File: config.mk
export PLATFORM = sky130hd
export DESIGN_NAME = kyogenrv_avl_arbiter
export DESIGN_NICKNAME = d
export VERILOG_FILES = /design/src/rtl/kyogenrv_avl_arbiter.sv
export SDC_FILE = /design/constraint.sdc
export NUM_CORES = 1
export LEC_CHECK = 0
export ABC_AREA = 1
export CAP_MARGIN = 20
export CORE_AREA = 2 2 124 126
export CTS_CLUSTER_SIZE = 16
export DETAILED_ROUTE_END_ITERATION = 10
export DIE_AREA = 0 0 126 128
export PLACE_DENSITY_LB_ADDON = 0.12
export SYNTH_ARGS = -nofsm -noshare
export SYNTH_HDL_FRONTEND = slang
export SYNTH_SLANG_ARGS = --single-unit
File: constraint.sdc
create_clock -name clk -period 2 [get_ports clk]
set_input_delay 0.3 -clock clk [delete_from_list [all_inputs] [get_ports clk]]
set_output_delay 0.3 -clock clk [all_outputs]
set_load 0.02 [all_outputs]
File: src/rtl/kyogenrv_avl_arbiter.sv
// kyogenrv_avl_arbiter: round-robin two-master Avalon-MM arbiter with read-response timeout
module kyogenrv_avl_arbiter #(
  parameter int                 ADDR_W   = 32,
  parameter int                 DATA_W   = 32,
  parameter int                 TIMEOUT  = 255,
  parameter logic [DATA_W-1:0]  ERR_DATA = DATA_W'(32'hDEAD_BEEF)
) (
  input  logic                clk,
  input  logic                rst_n,
  input  logic [ADDR_W-1:0]   m0_address_i,
  input  logic                m0_read_i,
  input  logic                m0_write_i,
  input  logic [DATA_W-1:0]   m0_writedata_i,
  input  logic [DATA_W/8-1:0] m0_byteenable_i,
  output logic                m0_waitrequest_o,
  output logic [DATA_W-1:0]   m0_readdata_o,
  output logic                m0_readdatavalid_o,
  input  logic [ADDR_W-1:0]   m1_address_i,
  input  logic                m1_read_i,
  input  logic                m1_write_i,
  input  logic [DATA_W-1:0]   m1_writedata_i,
  input  logic [DATA_W/8-1:0] m1_byteenable_i,
  output logic                m1_waitrequest_o,
  output logic [DATA_W-1:0]   m1_readdata_o,
  output logic                m1_readdatavalid_o,
  output logic [ADDR_W-1:0]   s_address_o,
  output logic                s_read_o,
  output logic                s_write_o,
  output logic [DATA_W-1:0]   s_writedata_o,
  output logic [DATA_W/8-1:0] s_byteenable_o,
  input  logic                s_waitrequest_i,
  input  logic [DATA_W-1:0]   s_readdata_i,
  input  logic                s_readdatavalid_i,
  output logic                bus_err_o
);
  typedef enum logic [1:0] {IDLE, CMD, RESP} state_t;
  // Last counter value before the timeout strobe fires; RESP is entered with the counter at zero.
  localparam logic [15:0] TO_LAST = 16'(TIMEOUT - 1);
  state_t      state_q, state_d;
  logic        grant_q, grant_d;
  logic        last_q, last_d;
  logic [15:0] cnt_q, cnt_d;
  logic        bus_err_q, bus_err_d;
  logic        g_read, g_write, accept, timeout, rsp_strobe;
  logic [DATA_W-1:0] rsp_data;
  assign g_read  = grant_q ? m1_read_i  : m0_read_i;
  assign g_write = grant_q ? m1_write_i : m0_write_i;
  assign accept  = (state_q == CMD) && !s_waitrequest_i;
  assign timeout = cnt_q >= TO_LAST;
  // State register, grant bookkeeping, timeout counter and sticky error flag
  always_ff @(posedge clk or negedge rst_n) begin
    if (!rst_n) begin
      state_q   <= IDLE;
      grant_q   <= 1'b0;
      last_q    <= 1'b1;
      cnt_q     <= '0;
      bus_err_q <= 1'b0;
    end else begin
      state_q   <= state_d;
      grant_q   <= grant_d;
      last_q    <= last_d;
      cnt_q     <= cnt_d;
      bus_err_q <= bus_err_d;
    end
  end
  // Next state: arbitrate in IDLE, wait for acceptance in CMD, wait for data or timeout in RESP
  always_comb begin
    state_d   = state_q;
    grant_d   = grant_q;
    last_d    = last_q;
    cnt_d     = cnt_q;
    bus_err_d = bus_err_q;
    case (state_q)
      IDLE: if (m0_read_i || m0_write_i || m1_read_i || m1_write_i) begin
        grant_d = ((m0_read_i || m0_write_i) && (m1_read_i || m1_write_i)) ? ~last_q : (m1_read_i || m1_write_i);
        state_d = CMD;
      end
      CMD: if (!s_waitrequest_i) begin
        last_d  = grant_q;
        cnt_d   = '0;
        state_d = g_read ? RESP : IDLE;
      end
      RESP: begin
        cnt_d = (cnt_q == 16'hFFFF) ? cnt_q : cnt_q + 16'd1;
        if (s_readdatavalid_i || timeout) state_d = IDLE;
        if (!s_readdatavalid_i && timeout) bus_err_d = 1'b1;
      end
      default: state_d = IDLE;
    endcase
  end
  // Outputs: slave command muxed on the registered grant, response routed combinationally
  always_comb begin
    rsp_strobe         = (state_q == RESP) && (s_readdatavalid_i || timeout);
    rsp_data           = s_readdatavalid_i ? s_readdata_i : ERR_DATA;
    s_address_o        = grant_q ? m1_address_i    : m0_address_i;
    s_writedata_o      = grant_q ? m1_writedata_i  : m0_writedata_i;
    s_byteenable_o     = grant_q ? m1_byteenable_i : m0_byteenable_i;
    s_read_o           = (state_q == CMD) && g_read;
    s_write_o          = (state_q == CMD) && g_write;
    m0_waitrequest_o   = !(accept && !grant_q);
    m1_waitrequest_o   = !(accept && grant_q);
    m0_readdatavalid_o = rsp_strobe && !grant_q;
    m1_readdatavalid_o = rsp_strobe && grant_q;
    m0_readdata_o      = m0_readdatavalid_o ? rsp_data : '0;
    m1_readdata_o      = m1_readdatavalid_o ? rsp_data : '0;
    bus_err_o          = bus_err_q;
  end
endmodule

Yosys cells after proc, flatten, opt, wreduce, memory -nomap -nowiden
Cells that the tools add are included.
Storage, ports and cells
  register bits: 21
  input port bits: 176
  output and inout bits: 139
Operators by class
  add/sub/neg operators: 1
  magnitude comparators: 1
  eq/ne operators: 7
  mux-type cells: 17
  bitwise logic cells: 2
  reductions and logical operators: 27
Operators by type and width (count)
  32-bit 2-to-1 mux: 5
  16-bit 2-to-1 mux: 2
  16-bit case mux with 2 select lines: 1
  16-bit by 1-bit adder with 16-bit output, second input constant: 1
  16-bit == test, second input constant: 1
  16-bit by 8-bit >= comparator with 1-bit output, second input constant: 1
  1-bit logical AND: 10
  2-bit 2-to-1 mux: 4
  2-bit != test, second input constant: 4
  2-bit case mux with 3 select lines: 1
  2-bit AND reduction: 3
  3-bit AND reduction: 2
  1-bit zero test: 5
  1-bit logical OR: 5
  4-bit 2-to-1 mux: 1
  1-bit 2-to-1 mux: 3
  2-bit by 1-bit == test with 1-bit output, second input constant: 1
  2-bit == test, second input constant: 1
  2-bit zero test: 1
  1-bit inverter: 2
  2-bit nonzero test: 1

Depth between registers and ports, before layout
  depth in word-level cells: 5
  depth in mapped cells: 10

Worst setup path after synthesis
No wires, ideal clock.
  path type: register to output
  from: register cnt_q[0]
  to: output port m1_readdata_o[22]
  arrival time: 1.474 ns
  required time: 1.700 ns
  slack: 0.226 ns
  cell stages (with the launch flop): 10
  buffers on the path: 1
  cell sequence: dfrtp_1 inv_1 ha_1 nor2_1 nor2_1 nand2_1 nand3_2 nand3_2 buf_2 nor2_1
On the way
  longest elaborated chain between the ends: 5
Ends and longest elaborated chain
  from (decl): line 42  | logic [15:0] cnt_q, cnt_d;
  from (signal assigned): line 62  | cnt_q <= cnt_d;
  16-bit by 8-bit >= comparator with 1-bit output: line 49  | assign timeout = cnt_q >= TO_LAST;
  1-bit logical OR: line 93  | rsp_strobe = (state_q == RESP) && (s_readdatavalid_i || timeout);
  1-bit logical AND: line 93
  1-bit logical AND: line 103  | m1_readdatavalid_o = rsp_strobe && grant_q;
  32-bit 2-to-1 mux: line 105  | m1_readdata_o = m1_readdatavalid_o ? rsp_data : '0;
  to (decl): line 24  | output logic [DATA_W-1:0] m1_readdata_o,
No other way between the ends.

Worst setup path in the final report
  from: register cnt_q[0]
  to: output port m0_readdata_o[31]
On the way
  longest elaborated chain between the ends: 5
Ends and longest elaborated chain
  16-bit by 8-bit >= comparator with 1-bit output: line 49
  1-bit logical OR: line 93
  1-bit logical AND: line 93
  1-bit logical AND: line 102  | m0_readdatavalid_o = rsp_strobe && !grant_q;
  32-bit 2-to-1 mux: line 104  | m0_readdata_o = m0_readdatavalid_o ? rsp_data : '0;
  to (decl): line 16  | output logic [DATA_W-1:0] m0_readdata_o,
No other way between the ends.

==> metrics.md <==
| Metric | Value |
|---|---|
| Status | `finished with violations` |
| Violated checks | `setup timing` |
| Antenna violations before repair | `0` |
| Worst hold-check path type | `in2async` |
| GRT overflow | `0` |
| Worst Setup Slack, final | `-0.0827 ns` |
| Die Height | `128 microns` |
| Hold slack | `0.391 ns` |
| Mapped Cells | `518` |
| Reg clk slew, reported paths | `0.06 ns` |
| Top Ports | `315` |
| Met2 Resource Use GR | `0.328` |
| Final nets | `1035` |
| Worst-Margin Slew | `0.460 ns` |
| CTS Hold Bufs | `0` |
| Register area | `528 sq um` |
| CP max FO | `8` |
| Fmax | `0.480 GHz` |
| Tmin final | `2.08 ns` |
| XOR/XNOR Fraction of Synth Area | `0.0203` |
| Global-route wire length before repair | `22100 microns` |
| Synth Cell Area | `0.00259 sq mm` |
| ANT cells | `0` |
| Slew HR | `0.691` |
| Detailed Route Iter0 Violations | `144` |
| Synth Register Bits | `21` |
| Max clock buf depth | `2` |
| Layout Utilization | `0.429` |
| Layout Skew | `0.00270 ns` |
| Vias per cell | `4.14` |
| Crit Path Category | `reg2out` |
| Main combinational cell family by area after synthesis | `simple AND/OR/NAND/NOR gates` |
| Crit end category | `output port` |
| Maxcap violations | `0` |
| RSZ-0062 raised after global routing | `yes` |
| CTS root buf | `clkbuf_16` |
| Yosys warns | `0` |
| Clk sinks | `21` |
| Pre-antenna DRT Iters | `4` |
| Slew Viols, Final | `0` |
| DRC violations left | `0` |
| WP data arrival | `1.78 ns` |
| Die Width | `126 microns` |
| Synth cell types | `30` |
| Post-route ant nets | `0` |
| PwrDens | `854 mW/mm^2` |
| Adder-Cell Fraction of Synth Area | `0.00965` |
| Met1 capacity usage during global routing | `0.186` |
| Starting density of the core | `0.174` |
| Largest net degree at the start of global routing | `35` |
| Final RePlAce weighted congestion | `0.881` |
| Row Count | `45` |
| Total GRT Usage | `0.172` |
| Final hold violation count | `0` |
| Routed len/inst | `14.8 microns` |
| Met3 GRT Util | `0.0363` |
| Simple-gate portion of the synthesized area | `0.639` |
| Total leakage power | `3.24 nW` |
| Post-synthesis mux area share | `0` |
| Syn_area_per_cell | `5.00 sq um` |
| Layout cell share with drive strength beyond 1 | `0.202` |
| Area of the die | `0.0161 sq mm` |
| Post-DP HPWL | `12700 microns` |
| Post-Syn Nets | `696` |
| Final WL | `15500 microns` |
| Core box area | `0.0149 sq mm` |
| VDD IR max | `437 uV` |
| Area grow syn2layout | `146%` |
| Footprint of the multi-input gates | `0.00202 sq mm` |
| Port Buffer Count | `314` |
| WP data required | `1.70 ns` |
| Startpoint types | `register` |
| Busiest layer in global routing | `met2` |
| Total CTS buffers | `3` |
| H-Tree Depth | `1` |
| CTS tree | `built` |
| Vias in the first global route | `4059` |
| # setup viols final | `65` |
| Complex-gate fraction of the synthesized area | `0.0478` |
| Vias | `4321` |
| Worst skew pair latency | `0.26 ns` |
| Fill count | `1680` |
| Sequential fraction of the synthesis area | `0.203` |
| Final Cycle Share | `1.04` |
-- state kept, by name, summed over array words and instances (netlist names) --
| signal | count |
|---|---|
| bus_err_o | 1 |
| last_q | 1 |
| grant_q | 1 |
| cnt_q | 16 |
| state_q | 2 |
-- logic make-up (layout without fill, tap and decap cells) --
family | after synthesis | after routing
adders and majority gates | 2 | 2
and+or+nand+nor | 418 | 418
DFF | 21 | 21
xor gates and xnor gates | 6 | 6
buffers and inverters | 51 | 389
AOI/OAI and AO/OA | 20 | 20
-- timing repair --
| action | 4_1_cts | 5_1_grt |
|---|---|---|
| gates cloned | 1 | 2 |
| hold endpoints to repair | 0 | 0 |
| resized for setup | 391 | 74 |
| endpoints found under the setup margin | 130 | 82 |
| pin swaps | 0 | 5 |
| setup buffers | 1 | 2 |
-- stage by stage --
step | std cells | instance area (sq um) | setup WS (ns) | TNS (ns) | power (mW)
floorplan | 518 | 2590 | 0.226 | 0 | 2.80
global placement | 1034 | 6200 | -0.367 | -21.10 | 5.21
detailed placement | 1034 | 6200 | -0.406 | -23.89 | 5.22
CTS | 1040 | 6080 | -0.210 | -4.81 | 5.36
global route | 1044 | 6370 | -0.168 | -7.83 | 5.81
finish | 1044 | 6370 | -0.0827 | -2.78 | 5.44
-- power breakdown --
part	internal, mW	switching (mW)	total (mW)
Combinational	1.80	2.65	4.45
Sequential	0.499	0.0574	0.556
Clock	0.272	0.168	0.440
-- path summary, 6_finish.rpt --
| check | start | end | slack, ns | cells past startpoint |
|---|---|---|---|---|
| max in group asynchronous | rst_n | last_q$_DFFE_PN1P_ | 1.32 | 2 |
| worst max register to register | cnt_q[1]$_DFFE_PN0P_ | cnt_q[15]$_DFFE_PN0P_ | 0.14 | 11 |
| min in group clk | bus_err_o$_DFFE_PN0P_ | bus_err_o$_DFFE_PN0P_ | 0.47 | 1 |
| worst min register to register | bus_err_o$_DFFE_PN0P_ | bus_err_o$_DFFE_PN0P_ | 0.47 | 1 |
| worst min-delay path | rst_n | cnt_q[5]$_DFFE_PN0P_ | 0.39 | 2 |
| worst max-delay path | cnt_q[0]$_DFFE_PN0P_ | m0_readdata_o[31] | -0.08 | 10 |
-- cell usage after synthesis, drive strengths merged --
master   count  share of area
a21oi        4         0.0077
a31o         1         0.0034
buf         19          0.034
clkbuf       7          0.010
clkinv       1         0.0014
dfrtp       20           0.19
dfstp        1          0.010
ha           2         0.0097
inv         24          0.035
nand2      271           0.39
nand3       19          0.042
nand4        3         0.0072
nor2       122           0.19
nor3         2         0.0039
o21ai       10          0.021
o21bai       1         0.0043
o22ai        2         0.0048
o2bb2ai      1         0.0034
o32ai        1         0.0034
or2          1         0.0024
xor2         6          0.020
-- metal layers --
layer	routed length [microns]	vias to the layer above
li1	-	2246
met3	1070	24
met5	0	-
met1	5430	1880
met4	496	0
met2	8480	171
-- cell usage in the layout (no fill, tap or decap), types with 2 or more instances in the layout --
cell type,n
o22ai_1,2
nor2_1,91
nand4_1,3
dlygate4sd2_1,62
inv_1,20
buf_6,19
clkbuf_16,4
o21ai_0,8
nand2_2,3
nor3_1,2
buf_4,91
inv_2,3
nand3_4,2
xor2_1,6
nor2_2,16
dfrtp_1,19
clkdlybuf4s50_1,176
nand2_1,268
a21oi_1,4
nand3_1,16
buf_12,6
nor2_4,15
-- cell type report --
type,count,share of cell area
repair buffers,360,0.536
flip-flops and latches,21,0.0829
inverters,25,0.0151
clock buffers,4,0.0124
well taps,188,0.0369
multi-input cells,446,0.317
-- worst max-delay path, stage by stage, from the launching register on --
cell       delay, ns
dfrtp_1         0.38
inv_2           0.08
ha_4            0.13
nor2_2          0.03
nor2_2          0.10
nand2_2         0.10
nand3_4         0.11
nand3_4         0.12
clkbuf_16       0.22
nor2_4          0.11
buf_6           0.12
Power figures use the tool's default switching activity.
